## config.mk

```make
export PLATFORM = sky130hd
export DESIGN_NAME = vga_timing_ctrl_flat
export DESIGN_NICKNAME = d
export VERILOG_FILES = /design/src/rtl/vga_timing_ctrl_if.sv /design/src/rtl/vga_timing_ctrl.sv /design/src/flat_wrapper.sv
export SDC_FILE = /design/constraint.sdc
export NUM_CORES = 1
export LEC_CHECK = 0
export BUFFER_PORTS_ARGS = -buffer_cell sky130_fd_sc_hd__clkbuf_2
export CORE_MARGIN = 5
export CORE_UTILIZATION = 54
export CTS_CLUSTER_SIZE = 28
export DETAILED_ROUTE_END_ITERATION = 16
export PLACE_DENSITY = 0.83
export SLEW_MARGIN = 15
export SYNTH_ARGS = -nofsm -noshare
export SYNTH_HDL_FRONTEND = slang
export SYNTH_SLANG_ARGS = --single-unit
```

## constraint.sdc

```tcl
create_clock -name clk -period 3.9 [get_ports clk]
set_input_delay 0.975 -clock clk [delete_from_list [all_inputs] [get_ports clk]]
set_output_delay 0.975 -clock clk [all_outputs]
set_load 0.02 [all_outputs]
```

## src/rtl/vga_timing_ctrl_if.sv

```systemverilog
// Pixel request bus between the VGA timing stage (master) and the upstream pixel source (slave).
interface vga_timing_ctrl_if;
  logic [9:0]  pixel_x;
  logic [9:0]  pixel_y;
  logic        pixel_req;
  logic [23:0] rgb_in;

  modport master (output pixel_x, output pixel_y, output pixel_req, input rgb_in);
  modport slave  (input pixel_x, input pixel_y, input pixel_req, output rgb_in);
endinterface

```

## src/rtl/vga_timing_ctrl.sv

```systemverilog
// 640x480@60 VGA timing generator: divides clk by two into a pixel tick, issues coordinates
// upstream and registers colour, sync and blank together so all DAC pins change on one edge.
module vga_timing_ctrl #(
  parameter int H_ACTIVE = 640,
  parameter int H_FP     = 16,
  parameter int H_SYNC   = 96,
  parameter int H_BP     = 48,
  parameter int V_ACTIVE = 480,
  parameter int V_FP     = 10,
  parameter int V_SYNC   = 2,
  parameter int V_BP     = 33,
  parameter int PIX_LAT  = 1
) (
  input  logic              clk,
  input  logic              rst_n,
  vga_timing_ctrl_if.master pix_bus,
  output logic              o_hSync,
  output logic              o_vSync,
  output logic [7:0]        o_red,
  output logic [7:0]        o_green,
  output logic [7:0]        o_blue,
  output logic              o_syncN,
  output logic              o_clk,
  output logic              o_blank,
  output logic              o_frameStart
);

  localparam int H_TOTAL = H_ACTIVE + H_FP + H_SYNC + H_BP;
  localparam int V_TOTAL = V_ACTIVE + V_FP + V_SYNC + V_BP;

  localparam logic [9:0] H_MAX      = 10'(H_TOTAL - 1);
  localparam logic [9:0] V_MAX      = 10'(V_TOTAL - 1);
  localparam logic [9:0] H_ACT_END  = 10'(H_ACTIVE);
  localparam logic [9:0] V_ACT_END  = 10'(V_ACTIVE);
  localparam logic [9:0] HS_FIRST   = 10'(H_ACTIVE + H_FP);
  localparam logic [9:0] HS_LAST    = 10'(H_ACTIVE + H_FP + H_SYNC - 1);
  localparam logic [9:0] VS_FIRST   = 10'(V_ACTIVE + V_FP);
  localparam logic [9:0] VS_LAST    = 10'(V_ACTIVE + V_FP + V_SYNC - 1);

  typedef struct packed {
    logic active;
    logic hs;
    logic vs;
  } ctl_t;

  localparam ctl_t CTL_IDLE = '{active: 1'b0, hs: 1'b1, vs: 1'b1};

  logic        r_pixEn;
  logic        w_tick;
  logic [9:0]  r_hCnt;
  logic [9:0]  r_vCnt;
  logic        w_hAtMax;
  logic        w_vAtMax;
  ctl_t        w_raw;
  ctl_t        w_tail;
  logic        r_hSync;
  logic        r_vSync;
  logic        r_blank;
  logic [23:0] r_rgb;
  logic        r_frameStart;

  // Pixel enable toggles every clk; the edge where it is high is the pixel tick.
  always_ff @(posedge clk or negedge rst_n) begin
    if (!rst_n) begin
      r_pixEn <= 1'b0;
    end else begin
      r_pixEn <= ~r_pixEn;
    end
  end

  assign w_tick   = r_pixEn;
  assign w_hAtMax = (r_hCnt == H_MAX);
  assign w_vAtMax = (r_vCnt == V_MAX);

  always_ff @(posedge clk or negedge rst_n) begin
    if (!rst_n) begin
      r_hCnt <= 10'd0;
      r_vCnt <= 10'd0;
    end else if (w_tick) begin
      if (w_hAtMax) begin
        r_hCnt <= 10'd0;
        if (w_vAtMax) begin
          r_vCnt <= 10'd0;
        end else begin
          r_vCnt <= r_vCnt + 10'd1;
        end
      end else begin
        r_hCnt <= r_hCnt + 10'd1;
      end
    end
  end

  assign w_raw.active = (r_hCnt < H_ACT_END) && (r_vCnt < V_ACT_END);
  assign w_raw.hs     = !((r_hCnt >= HS_FIRST) && (r_hCnt <= HS_LAST));
  assign w_raw.vs     = !((r_vCnt >= VS_FIRST) && (r_vCnt <= VS_LAST));

  assign pix_bus.pixel_x   = r_hCnt;
  assign pix_bus.pixel_y   = r_vCnt;
  assign pix_bus.pixel_req = w_raw.active;

  // Control bits wait PIX_LAT ticks so they meet the colour returned for the same coordinate.
  generate
    if (PIX_LAT == 0) begin : g_noDelay
      assign w_tail = w_raw;
    end else begin : g_delay
      ctl_t r_dly [PIX_LAT];

      always_ff @(posedge clk or negedge rst_n) begin
        if (!rst_n) begin
          for (int i = 0; i < PIX_LAT; i++) begin
            r_dly[i] <= CTL_IDLE;
          end
        end else if (w_tick) begin
          r_dly[0] <= w_raw;
          for (int i = 1; i < PIX_LAT; i++) begin
            r_dly[i] <= r_dly[i-1];
          end
        end
      end

      assign w_tail = r_dly[PIX_LAT-1];
    end
  endgenerate

  always_ff @(posedge clk or negedge rst_n) begin
    if (!rst_n) begin
      r_hSync <= 1'b1;
      r_vSync <= 1'b1;
      r_blank <= 1'b0;
      r_rgb   <= 24'h0;
    end else if (w_tick) begin
      r_hSync <= w_tail.hs;
      r_vSync <= w_tail.vs;
      r_blank <= w_tail.active;
      r_rgb   <= w_tail.active ? pix_bus.rgb_in : 24'h0;
    end
  end

  // High only for the clk after the tick that wraps both counters; the next edge is never a tick.
  always_ff @(posedge clk or negedge rst_n) begin
    if (!rst_n) begin
      r_frameStart <= 1'b0;
    end else begin
      r_frameStart <= w_tick && w_hAtMax && w_vAtMax;
    end
  end

  assign o_hSync      = r_hSync;
  assign o_vSync      = r_vSync;
  assign o_red        = r_rgb[23:16];
  assign o_green      = r_rgb[15:8];
  assign o_blue       = r_rgb[7:0];
  assign o_syncN      = 1'b0;
  assign o_clk        = r_pixEn;
  assign o_blank      = r_blank;
  assign o_frameStart = r_frameStart;

endmodule

```

## src/flat_wrapper.sv

```systemverilog
// flat-port wrapper written by rule: the top's interface ports become plain ports
module vga_timing_ctrl_flat 
#(
  parameter int H_ACTIVE = 640,
  parameter int H_FP     = 16,
  parameter int H_SYNC   = 96,
  parameter int H_BP     = 48,
  parameter int V_ACTIVE = 480,
  parameter int V_FP     = 10,
  parameter int V_SYNC   = 2,
  parameter int V_BP     = 33,
  parameter int PIX_LAT  = 1
)
  (clk, rst_n, o_hSync, o_vSync, o_red, o_green, o_blue, o_syncN, o_clk, o_blank, o_frameStart, pix_bus_pixel_x, pix_bus_pixel_y, pix_bus_pixel_req, pix_bus_rgb_in);
  vga_timing_ctrl_if pix_bus_i ();
  input  logic clk;
  input  logic rst_n;
  output logic o_hSync;
  output logic o_vSync;
  output logic [7:0] o_red;
  output logic [7:0] o_green;
  output logic [7:0] o_blue;
  output logic o_syncN;
  output logic o_clk;
  output logic o_blank;
  output logic o_frameStart;
  output wire logic [$bits(pix_bus_i.pixel_x)-1:0] pix_bus_pixel_x;
  output wire logic [$bits(pix_bus_i.pixel_y)-1:0] pix_bus_pixel_y;
  output wire logic [$bits(pix_bus_i.pixel_req)-1:0] pix_bus_pixel_req;
  input wire logic [$bits(pix_bus_i.rgb_in)-1:0] pix_bus_rgb_in;
  assign pix_bus_pixel_x = pix_bus_i.pixel_x;
  assign pix_bus_pixel_y = pix_bus_i.pixel_y;
  assign pix_bus_pixel_req = pix_bus_i.pixel_req;
  assign pix_bus_i.rgb_in = pix_bus_rgb_in;
  vga_timing_ctrl #(.H_ACTIVE(H_ACTIVE), .H_FP(H_FP), .H_SYNC(H_SYNC), .H_BP(H_BP), .V_ACTIVE(V_ACTIVE), .V_FP(V_FP), .V_SYNC(V_SYNC), .V_BP(V_BP), .PIX_LAT(PIX_LAT)) u_core (.clk(clk), .rst_n(rst_n), .pix_bus(pix_bus_i), .o_hSync(o_hSync), .o_vSync(o_vSync), .o_red(o_red), .o_green(o_green), .o_blue(o_blue), .o_syncN(o_syncN), .o_clk(o_clk), .o_blank(o_blank), .o_frameStart(o_frameStart));
endmodule
```

==> metrics.txt <==
status=completed; power per cell area=325.7 nW/µm²; Core Footprint=4324 µm²; Initial DRC Count=117; Layout Nets=337; Sink Count=52; post_cts resized=0; first-pass GRT wire length=8880 µm; Pint=0.7213 mW; Via density=5.357; achievable frequency=0.3851 GHz; CTS tree=done; P_sw=0.2148 mW; Clock Power Share=0.330; initial antenna violation count=0; Tmin final=2597 ps; Critical R2R Capture=u_core.pix_bus.pixel_y[3]; crit path kind=reg2out; Clock Path Buffers=2; Power, Total=0.9361 mW; die span in x=76.39 µm; Avg Inst Size Synth=10.13 µm²; routed vias=1923; Vert. Die Dim=76.39 µm; CTS Buf Count=5; fraction of registers with async set/reset=1.000; CP Launch Point=u_core.pix_bus.pixel_y[5]; hold_ws=493.4 ps; Arr. time, crit path=1620 ps; placed cell area=2780 µm²; Distinct cells, synth=45; cell row count=24; sw frac=0.2295; Top-Level Pins=77; Ys Warns=0; count of pins over their slew limit=0; Main synth FF type=dfrtp_1; Antenna Violating Nets Remaining=0; Pre-Repair DR Iteration Count=4; Global Route Usage Sum=0.1805; Crit Path Max Fanout=7; FILL cells=358; non-filler cells, final=359; maximum VDD drop=0.0001841 V; Worst-Skew Late Latency=290 ps; routed len/inst=14.31 µm; GRT Residual Overflow=0; H-Tree Level Count=2; share of cells above drive strength 1=0.3290; max_cap viols=0; RSZ-0062 raised after global routing=no; combinational share of power=0.074; final setup violation count=0; area of the die=5835 µm²; mapped cell area=2380 µm²; postcts setup bufs=0; CP Launch Type=register; register-to-register path setup slack=1880 ps; P&R area growth vs syn=20.77%; Starting Density=0.5503; Mapped Nets=266; Slew HR=0.3853; worst setup margin=1303 ps; Final HPWL DP=3643 µm; clock skew=4.783 ps; Residual DRC=0; sequential share of power=0.596; routed wire length=5139 µm; crit share post-route=0.6658; clk slew on worst S/H paths=90 ps; Inst Count DP=351; register area share after synthesis=0.5489; Syn Inst Count=235; gpl congestion=0.8504; vias in the first global route=1821; Buffers on Ports=75; Worst Path Required=2920 ps; worst setup path end=pix_bus_pixel_req; hold buffer count at cts=0; Final Core Density=0.6646; static leakage=1.494 nW; design area=2874 µm²; Hold WC Path Type=reg2reg; worst r2r src=u_core.pix_bus.pixel_x[1]; diode count=0; #FFs+latches synth=52; Hold Fails Final Rpt=0; dpl ws=1623 ps; Post-synth EDFFs=0; clock root cell=clkbuf_8; Worst setup EP type=output pin; worst reg2reg path depth=5; largest net degree at the start of global routing=63; Setup TNS=0 ps; Worst Max-Slew Pin Slew=922.1 ps
## layer usage
metal	vias up	share of wire	GRT usage
met3	2	0.087	0.05083
met2	88	0.45	0.2705
met1	885	0.46	0.2666
met5	-	0	0
li1	948	-	-
met4	0	0.0023	0.02797
## synthesized netlist by cell type (4+ instances only)
master,n,area share
ha_1,5,0.026
nand4_1,6,0.016
o21ai_0,29,0.061
nand2_1,7,0.011
dfstp_2,4,0.044
nand3_1,33,0.069
nor2_1,8,0.013
mux2_2,4,0.019
dfrtp_1,48,0.50
clkbuf_1,9,0.014
xnor2_1,7,0.026
inv_1,30,0.047
## final cells by class
class / instances / area [µm²] / area share
multi-input cells: 140 / 904.6 / 0.3148
repair buffers: 77 / 390.4 / 0.1358
clock inverters: 1 / 7.507 / 0.002612
clock buffers: 7 / 86.33 / 0.03004
flip-flops and latches: 52 / 1308 / 0.4549
inverters: 30 / 112.6 / 0.03918
well taps: 52 / 65.06 / 0.02264
## sequential cells by signal, indices dropped and copies added, names as in the netlist
| register | count |
|---|---|
| u_core.o_vSync | 1 |
| u_core.o_hSync | 1 |
| u_core.o_frameStart | 1 |
| u_core.r_rgb | 24 |
| u_core.pix_bus.pixel_y | 10 |
| u_core.pix_bus.pixel_x | 10 |
| u_core.g_delay.r_dly | 3 |
| u_core.o_clk | 1 |
| u_core.o_blank | 1 |
## worst max-delay path, stage by stage, from the launching register on
cell,delay [ps]
dfrtp_1,450
and3_1,220
and2_1,200
nor3_1,240
clkbuf_2,220
## cell usage in the layout (no fill, tap or decap), drive strengths merged, types with 2 or more instances in the layout
cell type,count
nor4,3
nand3,33
inv,30
dfstp,4
o21ai,30
mux2,4
buf,2
o31ai,2
nor2,8
dfrtp,48
ha,5
xor2,3
and3,4
nand2,7
xnor2,7
clkbuf,82
nor3,4
and4,2
nand4,6
or3,2
and2,2
o21a,2
## power groups by stage
stage,combinational [mW],clock [mW],sequential (mW)
floorplan,0.0152,0,0.585
global placement,0.0687,0,0.568
detailed placement,0.0704,0,0.569
CTS,0.0706,0.323,0.558
global route,0.0778,0.348,0.560
finish,0.0689,0.309,0.558
## worst min path at each step
stage	from	end	slack, ps	depth (start not counted)
final	u_core.g_delay.r_dly[1]	u_core.g_delay.r_dly[1]	490	2
after global routing	u_core.g_delay.r_dly[1]	u_core.g_delay.r_dly[1]	520	2
after CTS	u_core.g_delay.r_dly[1]	u_core.g_delay.r_dly[1]	500	2
after detailed placement	u_core.g_delay.r_dly[1]	u_core.g_delay.r_dly[1]	480	2
after global placement	u_core.g_delay.r_dly[1]	u_core.g_delay.r_dly[1]	490	2
after floorplan	u_core.g_delay.r_dly[1]	u_core.g_delay.r_dly[1]	460	2
## logic make-up after synthesis
| kind of cell | Yosys count | synth area share |
|---|---|---|
| other | 1 | 0.001576 |
| XOR/XNOR | 10 | 0.03681 |
| AND/OR/NAND/NOR | 76 | 0.1824 |
| buffers and inverters | 43 | 0.07098 |
| multiplexers | 5 | 0.02313 |
| AO/OA/AOI/OAI | 43 | 0.1099 |
| flip-flops | 52 | 0.5489 |
| adder cells (fa/ha/maj) | 5 | 0.02629 |
Power figures use the tool's default switching activity.
